### src/rtl/dcache_defs_pkg.sv
// dcache_defs: shared geometry and FSM encodings for the data cache
package dcache_defs;
    localparam int TAG_W        = 25;
    localparam int INDEX_W      = 3;
    localparam int WORD_W       = 2;
    localparam int LINE_W       = 128;
    localparam int BLOCK_ADDR_W = 28;
    localparam int LINES        = 1 << INDEX_W;
    typedef enum logic [1:0] {
        IDLE      = 2'd0,
        WRITEBACK = 2'd1,
        ALLOCATE  = 2'd2
    } state_t;
endpackage

### src/rtl/dcache_line_array.sv
// dcache_line_array: valid/dirty/tag/data storage with async read, sync word write and line fill
module dcache_line_array
    import dcache_defs::*;
(
    input  logic               CLOCK,
    input  logic               RESET,
    input  logic [INDEX_W-1:0] index,
    output logic               valid,
    output logic               dirty,
    output logic [TAG_W-1:0]   tag,
    output logic [LINE_W-1:0]  line,
    input  logic               word_we,
    input  logic [WORD_W-1:0]  word_sel,
    input  logic [31:0]        word_data,
    input  logic               fill_we,
    input  logic [TAG_W-1:0]   fill_tag,
    input  logic [LINE_W-1:0]  fill_line
);
    logic [LINES-1:0]  valid_q;
    logic [LINES-1:0]  dirty_q;
    logic [TAG_W-1:0]  tag_q  [LINES];
    logic [LINE_W-1:0] data_q [LINES];
    assign valid = valid_q[index];
    assign dirty = dirty_q[index];
    assign tag   = tag_q[index];
    assign line  = data_q[index];
    // status bits: a fill makes the line valid and clean, a store hit marks it dirty
    always_ff @(posedge CLOCK or negedge RESET) begin
        if (!RESET) begin
            valid_q <= '0;
            dirty_q <= '0;
        end else if (fill_we) begin
            valid_q[index] <= 1'b1;
            dirty_q[index] <= 1'b0;
        end else if (word_we) begin
            dirty_q[index] <= 1'b1;
        end
    end
    // tag and data contents survive reset; only the status bits are cleared
    always_ff @(posedge CLOCK) begin
        if (fill_we) begin
            tag_q[index]  <= fill_tag;
            data_q[index] <= fill_line;
        end else if (word_we) begin
            data_q[index][{word_sel, 5'd0} +: 32] <= word_data;
        end
    end
endmodule

### src/rtl/data_cache_controller.sv
// data_cache_controller: direct-mapped write-back write-allocate cache FSM, hit logic and memory handshake
module data_cache_controller
    import dcache_defs::*;
(
    input  logic                    CLOCK,
    input  logic                    RESET,
    input  logic                    READ,
    input  logic                    WRITE,
    input  logic [31:0]             ADDRESS,
    input  logic [31:0]             WRITEDATA,
    output logic [31:0]             READDATA,
    output logic                    BUSYWAIT,
    output logic                    MEM_READ,
    output logic                    MEM_WRITE,
    output logic [BLOCK_ADDR_W-1:0] MEM_ADDRESS,
    output logic [LINE_W-1:0]       MEM_WRITEDATA,
    input  logic [LINE_W-1:0]       MEM_READDATA,
    input  logic                    MEM_BUSYWAIT
);
    state_t             state, next;
    logic               access, hit, valid, dirty, word_we, fill_we;
    logic [TAG_W-1:0]   line_tag;
    logic [LINE_W-1:0]  line;
    logic [INDEX_W-1:0] index;
    logic [WORD_W-1:0]  word;
    logic               unused_byte_offset;
    assign unused_byte_offset = ^ADDRESS[1:0];
    assign index    = ADDRESS[6:4];
    assign word     = ADDRESS[3:2];
    assign access   = READ ^ WRITE;
    assign hit      = valid && (line_tag == ADDRESS[31:7]);
    assign word_we  = (state == IDLE) && WRITE && !READ && hit;
    assign fill_we  = (state == ALLOCATE) && !MEM_BUSYWAIT;
    assign READDATA = hit ? line[{word, 5'd0} +: 32] : '0;
    assign BUSYWAIT = RESET && access && (!hit || state != IDLE);
    dcache_line_array u_array (
        .CLOCK     (CLOCK),
        .RESET     (RESET),
        .index     (index),
        .valid     (valid),
        .dirty     (dirty),
        .tag       (line_tag),
        .line      (line),
        .word_we   (word_we),
        .word_sel  (word),
        .word_data (WRITEDATA),
        .fill_we   (fill_we),
        .fill_tag  (ADDRESS[31:7]),
        .fill_line (MEM_READDATA)
    );
    // state register; reset abandons any in-flight memory request
    always_ff @(posedge CLOCK or negedge RESET) begin
        if (!RESET) state <= IDLE;
        else        state <= next;
    end
    // next state and memory request outputs; a request completes on the first edge with MEM_BUSYWAIT low
    always_comb begin
        next          = state;
        MEM_READ      = 1'b0;
        MEM_WRITE     = 1'b0;
        MEM_ADDRESS   = '0;
        MEM_WRITEDATA = '0;
        unique case (state)
            IDLE: begin
                if (access && !hit) next = dirty ? WRITEBACK : ALLOCATE;
            end
            WRITEBACK: begin
                MEM_WRITE     = 1'b1;
                MEM_ADDRESS   = {line_tag, index};
                MEM_WRITEDATA = line;
                if (!MEM_BUSYWAIT) next = access ? ALLOCATE : IDLE;
            end
            ALLOCATE: begin
                MEM_READ    = 1'b1;
                MEM_ADDRESS = ADDRESS[31:4];
                if (!MEM_BUSYWAIT) next = IDLE;
            end
            default: next = IDLE;
        endcase
    end
endmodule

### config.mk
export PLATFORM = sky130hd
export DESIGN_NAME = data_cache_controller
export DESIGN_NICKNAME = d
export VERILOG_FILES = /design/src/rtl/dcache_defs_pkg.sv /design/src/rtl/dcache_line_array.sv /design/src/rtl/data_cache_controller.sv
export SDC_FILE = /design/constraint.sdc
export NUM_CORES = 1
export LEC_CHECK = 0
export CAP_MARGIN = 0
export CORE_ASPECT_RATIO = 1.4
export CORE_MARGIN = 1
export CORE_UTILIZATION = 30
export DETAILED_ROUTE_END_ITERATION = 10
export PLACE_DENSITY = 0.44
export SLEW_MARGIN = 0
export SYNTH_ARGS = -nofsm -noshare
export SYNTH_HDL_FRONTEND = slang
export SYNTH_SLANG_ARGS = --single-unit
### constraint.sdc
create_clock -name CLOCK -period 4.36 [get_ports CLOCK]
set_input_delay 0.654 -clock CLOCK [delete_from_list [all_inputs] [get_ports CLOCK]]
set_output_delay 0.654 -clock CLOCK [all_outputs]
set_load 0.005 [all_outputs]
==> impl_summary.txt <==
----------------------------------------------------
[Status]
  Result of the run ... finished, final reports clean

[Logic synthesis]
  Instance count of the mapped netlist ... around 3,100
  Mean post-synth cell area ... about 16 µm²
  Combinational family with the most area after synthesis ... multiplexers
  Number of register bits inferred by synthesis ... around 1,200
  Dominant register cell in the synthesized netlist ... sky130_fd_sc_hd__edfxtp_1
  Xor and xnor fraction of the mapped netlist area ... less than 1%
  Post-synthesis compound-gate area fraction ... between 8 and 9%
  Ys async rst share ... under 10%
  Mux share of post-synthesis cell area ... 8.70%
  Fraction of the mapped netlist area in simple logic gates ... 5.66%
  Adder and majority gate portion of the synthesized area ... less than 1%
  Post-synth EDFFs ... 1,224
  Yosys warns ... 0
  Synth cell types ... 57
  Netlist area before placement ... approximately 50,000 µm²
  Post-Synthesis Net Count ... ~3,300
  Sequential area share after synthesis ... 73.8%

[Pwr]
  Pwr dens ... 413 nW/µm²
  Static Leak ... 22.4 nW
  Worst vdd ir ... 0.000322 V

[Placed design]
  Setup WS pre-CTS ... -453 ps
  Post-detail-place hpwl ... around 130,000 µm
  Placer Congestion ... 0.781
  Number of port buffers ... 385
  Cell total after placement ... roughly 6,000
  Area of placed instances ... ~62,000 µm²

[Critical path]
  Capturing element type of the critical path ... output pin
  List of cells traversed by the critical path ... buf_4, or2_2, buf_4, nor2_4, buf_12, buf_12, a22oi_1, and4_1, mux4_2, nor2_1, clkdlybuf4s50_1
  Path type of the worst setup path ... input port to output pin
  Biggest fanout along the worst timing path ... 31
  Arrival time of data at the critical path endpoint ... ~3600 ps
  Slowest cell delay on critical path ... about 540 ps
  Required @ worst endpoint ... 3710 ps
  Cell with the largest stage delay on the worst path ... sky130_fd_sc_hd__mux4_2
  Reg2Reg Depth ... 14
  Category of the worst setup path launch point ... input port

[Clock tree]
  TritonCTS clock tree ... built
  Clock Tree Root ... sky130_fd_sc_hd__clkbuf_16
  Number of buffers added by the clock tree synthesis step ... 120
  Clk Latency, worst-skew pair ... 780 ps
  Buffer depth of the longest clock path ... 3
  Clock sink total ... 1,242
  H-tree depth ... 3
  Clock slew seen by the registers of the worst setup and hold paths ... around 60 ps

[Global routing]
  Initial antenna violation count ... 13
  Met2 GRT Util ... a little under two fifths
  Peak-usage layer in the global routing report ... met2
  Total routing usage reported by global routing ... 22.4%
  Largest net degree at the start of global routing ... just over 60
  Met3 Track Usage GR ... 3.62%
  Met1 Track Usage GR ... a little under a third
  Number of global-route vias before repair ... ~32,000
  Total congestion overflow after global routing ... 0
  Wire length of the first global-routing pass ... roughly 260,000 µm

[Timing]
  Unrepaired setup endpoints after global routing ... no
  Worst clock skew ... around 56 ps
  Final setup slack of the worst path ... about 75 ps
  Final Max Tran Viols ... 0
  Slew Limit Headroom ... between 20 and 30%
  Final number of setup-violating endpoints ... 0
  Worst Tran Pin Value ... 1090 ps
  Highest clock rate ... approximately 230 MHz
  Final Critical Period ... between 4000 and 5000 ps
  Setup TNS ... 0 ps
  Final hold vios ... 0
  Final clock period utilization by the worst path ... between 90% and 100%

[Cells and area]
  Commonest cells after routing, fill and taps aside ... 1,224 x sky130_fd_sc_hd__edfxtp_1, 420 x sky130_fd_sc_hd__buf_4, 355 x sky130_fd_sc_hd__clkdlybuf4s50_1
  Area grow syn2layout ... 32.2%
  Most common library cell in the layout ignoring fill and taps ... sky130_fd_sc_hd__edfxtp_1
  Share of layout cells above drive strength 1 ... 23.5%
  Number of standard cells in the layout, taps in and fillers out ... approximately 6,300
  Area of all placed cells without fillers ... 66,600 µm²
  Net total in the final layout ... slightly above 4,000
  Share of the core filled with cells in the final layout ... approximately 40%

[Die]
  DIE AREA ... 170,000 µm²
  Floorplan die height ... 487 µm
  FP Rows ... ~180
  Die width ... around 350 µm
  Core area ... around 170,000 µm²
  IO Count ... 388
  Effective utilization at floorplan ... 30.3%

[Route]
  Via total after detailed routing ... approximately 32,000
  Vias per cell ... between 5 and 6
  Per-cell routed wire length ... slightly above 30 µm
  Number of antenna-violating nets in the routed design ... 0
  Violation count after the first detailed-routing iteration ... roughly 3,000
  Detailed Route WL ... between 150,000 and 200,000 µm
  DRC violations left ... 0
  Initial DRT Pass Iterations ... 7

[Job]
  Max-cap violations ... 0

[Min path]
  Type of the tightest min-delay check ... input port to async pin

----------------------------------------------------
## sequential cells by signal, summed over array words and instances, names as in the netlist, named ones only
name,flops
state,2
u_array.tag_q,200
u_array.data_q,1024
u_array.valid_q,8
## cell type report
type / count / area (µm²)
multi-input combinational: 1501 / 12300
fill: 15600 / 99900
clock inverter: 81 / 781
clock buffer: 142 / 3110
sequential: 1242 / 37200
inverter: 135 / 513
timing repair buffer: 947 / 9960
antenna: 2 / 5.00
tap: 2237 / 2800
## cell families after synthesis
group / count (synthesis)
DFF: 1242
and+or+nand+nor: 591
xor gates and xnor gates: 27
adders and majority gates: 8
buffers and inverters: 336
muxes: 332
AOI/OAI and AO/OA: 543
## metal layers
layer / share of wire, % / routed length [µm]
met1: 44 / 85200
met2: 48 / 91800
met4: 1.8 / 3520
met5: 0.036 / 69
met3: 6.3 / 12200
## stage by stage
stage	power, W	hold WS (ps)
after CTS	0.0277	227
after global placement	0.0173	447
after floorplan	0.0152	358
after detailed placement	0.0173	453
after global routing	0.0283	277
final	0.0275	275
## synthesized netlist by cell type, drive strengths merged (3+ instances only)
library cell / instances / area, µm²
a211o: 4 / 35.0
a211oi: 4 / 30.0
a21oi: 27 / 135
a221o: 17 / 170
a221oi: 115 / 1010
a222oi: 4 / 40.0
a22o: 70 / 613
a22oi: 234 / 1760
a2bb2oi: 8 / 70.1
and2: 32 / 200
and3: 62 / 388
and4: 18 / 158
buf: 62 / 347
clkbuf: 139 / 522
dfrtp: 18 / 450
edfxtp: 1224 / 36800
ha: 8 / 100
inv: 135 / 507
mux2: 38 / 428
mux2i: 213 / 2130
mux4: 81 / 1820
nand2: 178 / 668
nand2b: 7 / 43.8
nand3: 5 / 25.0
nor2: 220 / 828
nor2b: 26 / 163
nor3: 6 / 40.0
nor3b: 4 / 30.0
nor4: 17 / 188
o211ai: 4 / 30.0
o21a: 4 / 30.0
o21ai: 27 / 135
o22ai: 12 / 75.1
o31a: 4 / 35.0
or2: 9 / 56.3
or3: 3 / 18.8
xnor2: 11 / 96.3
xor2: 16 / 140
## power breakdown
group	switching, W	internal, W
registers	0.0000894	0.0136
clock network	0.00462	0.00581
logic	0.00199	0.00142
## final timing paths
check	start	endpoint	slack (ps)
max in group asynchronous	RESET	u_array.valid_q[2]$_DFFE_PN0P_	3850
hold / removal	RESET	state[0]$_DFFE_PN0P_	270
hold reg to reg	u_array.valid_q[3]$_DFFE_PN0P_	u_array.valid_q[3]$_DFFE_PN0P_	470
min in group CLOCK	u_array.valid_q[3]$_DFFE_PN0P_	u_array.valid_q[3]$_DFFE_PN0P_	470
setup / recovery	ADDRESS[6]	READDATA[17]	70
setup reg to reg	u_array.tag_q[7][0]$_DFFE_PP_	u_array.data_q[5][112]$_DFFE_PP_	180
## critical path, delay by kind of cell
kind,cells,cell delay (ps)
AO/OA/AOI/OAI,1,60
buffers and inverters,5,1360
multiplexers,1,540
AND/OR/NAND/NOR,4,920
## repair_timing
| action | CTS | global route |
|---|---|---|
| buffers inserted | 5 | 16 |
| pin swaps | 4 | 5 |
| resized for setup | 31 | 27 |
| gates cloned | 1 | 1 |
| setup endpoints to repair | 34 | 50 |
| hold buffers | 0 | 0 |
Power figures use the tool's default switching activity.
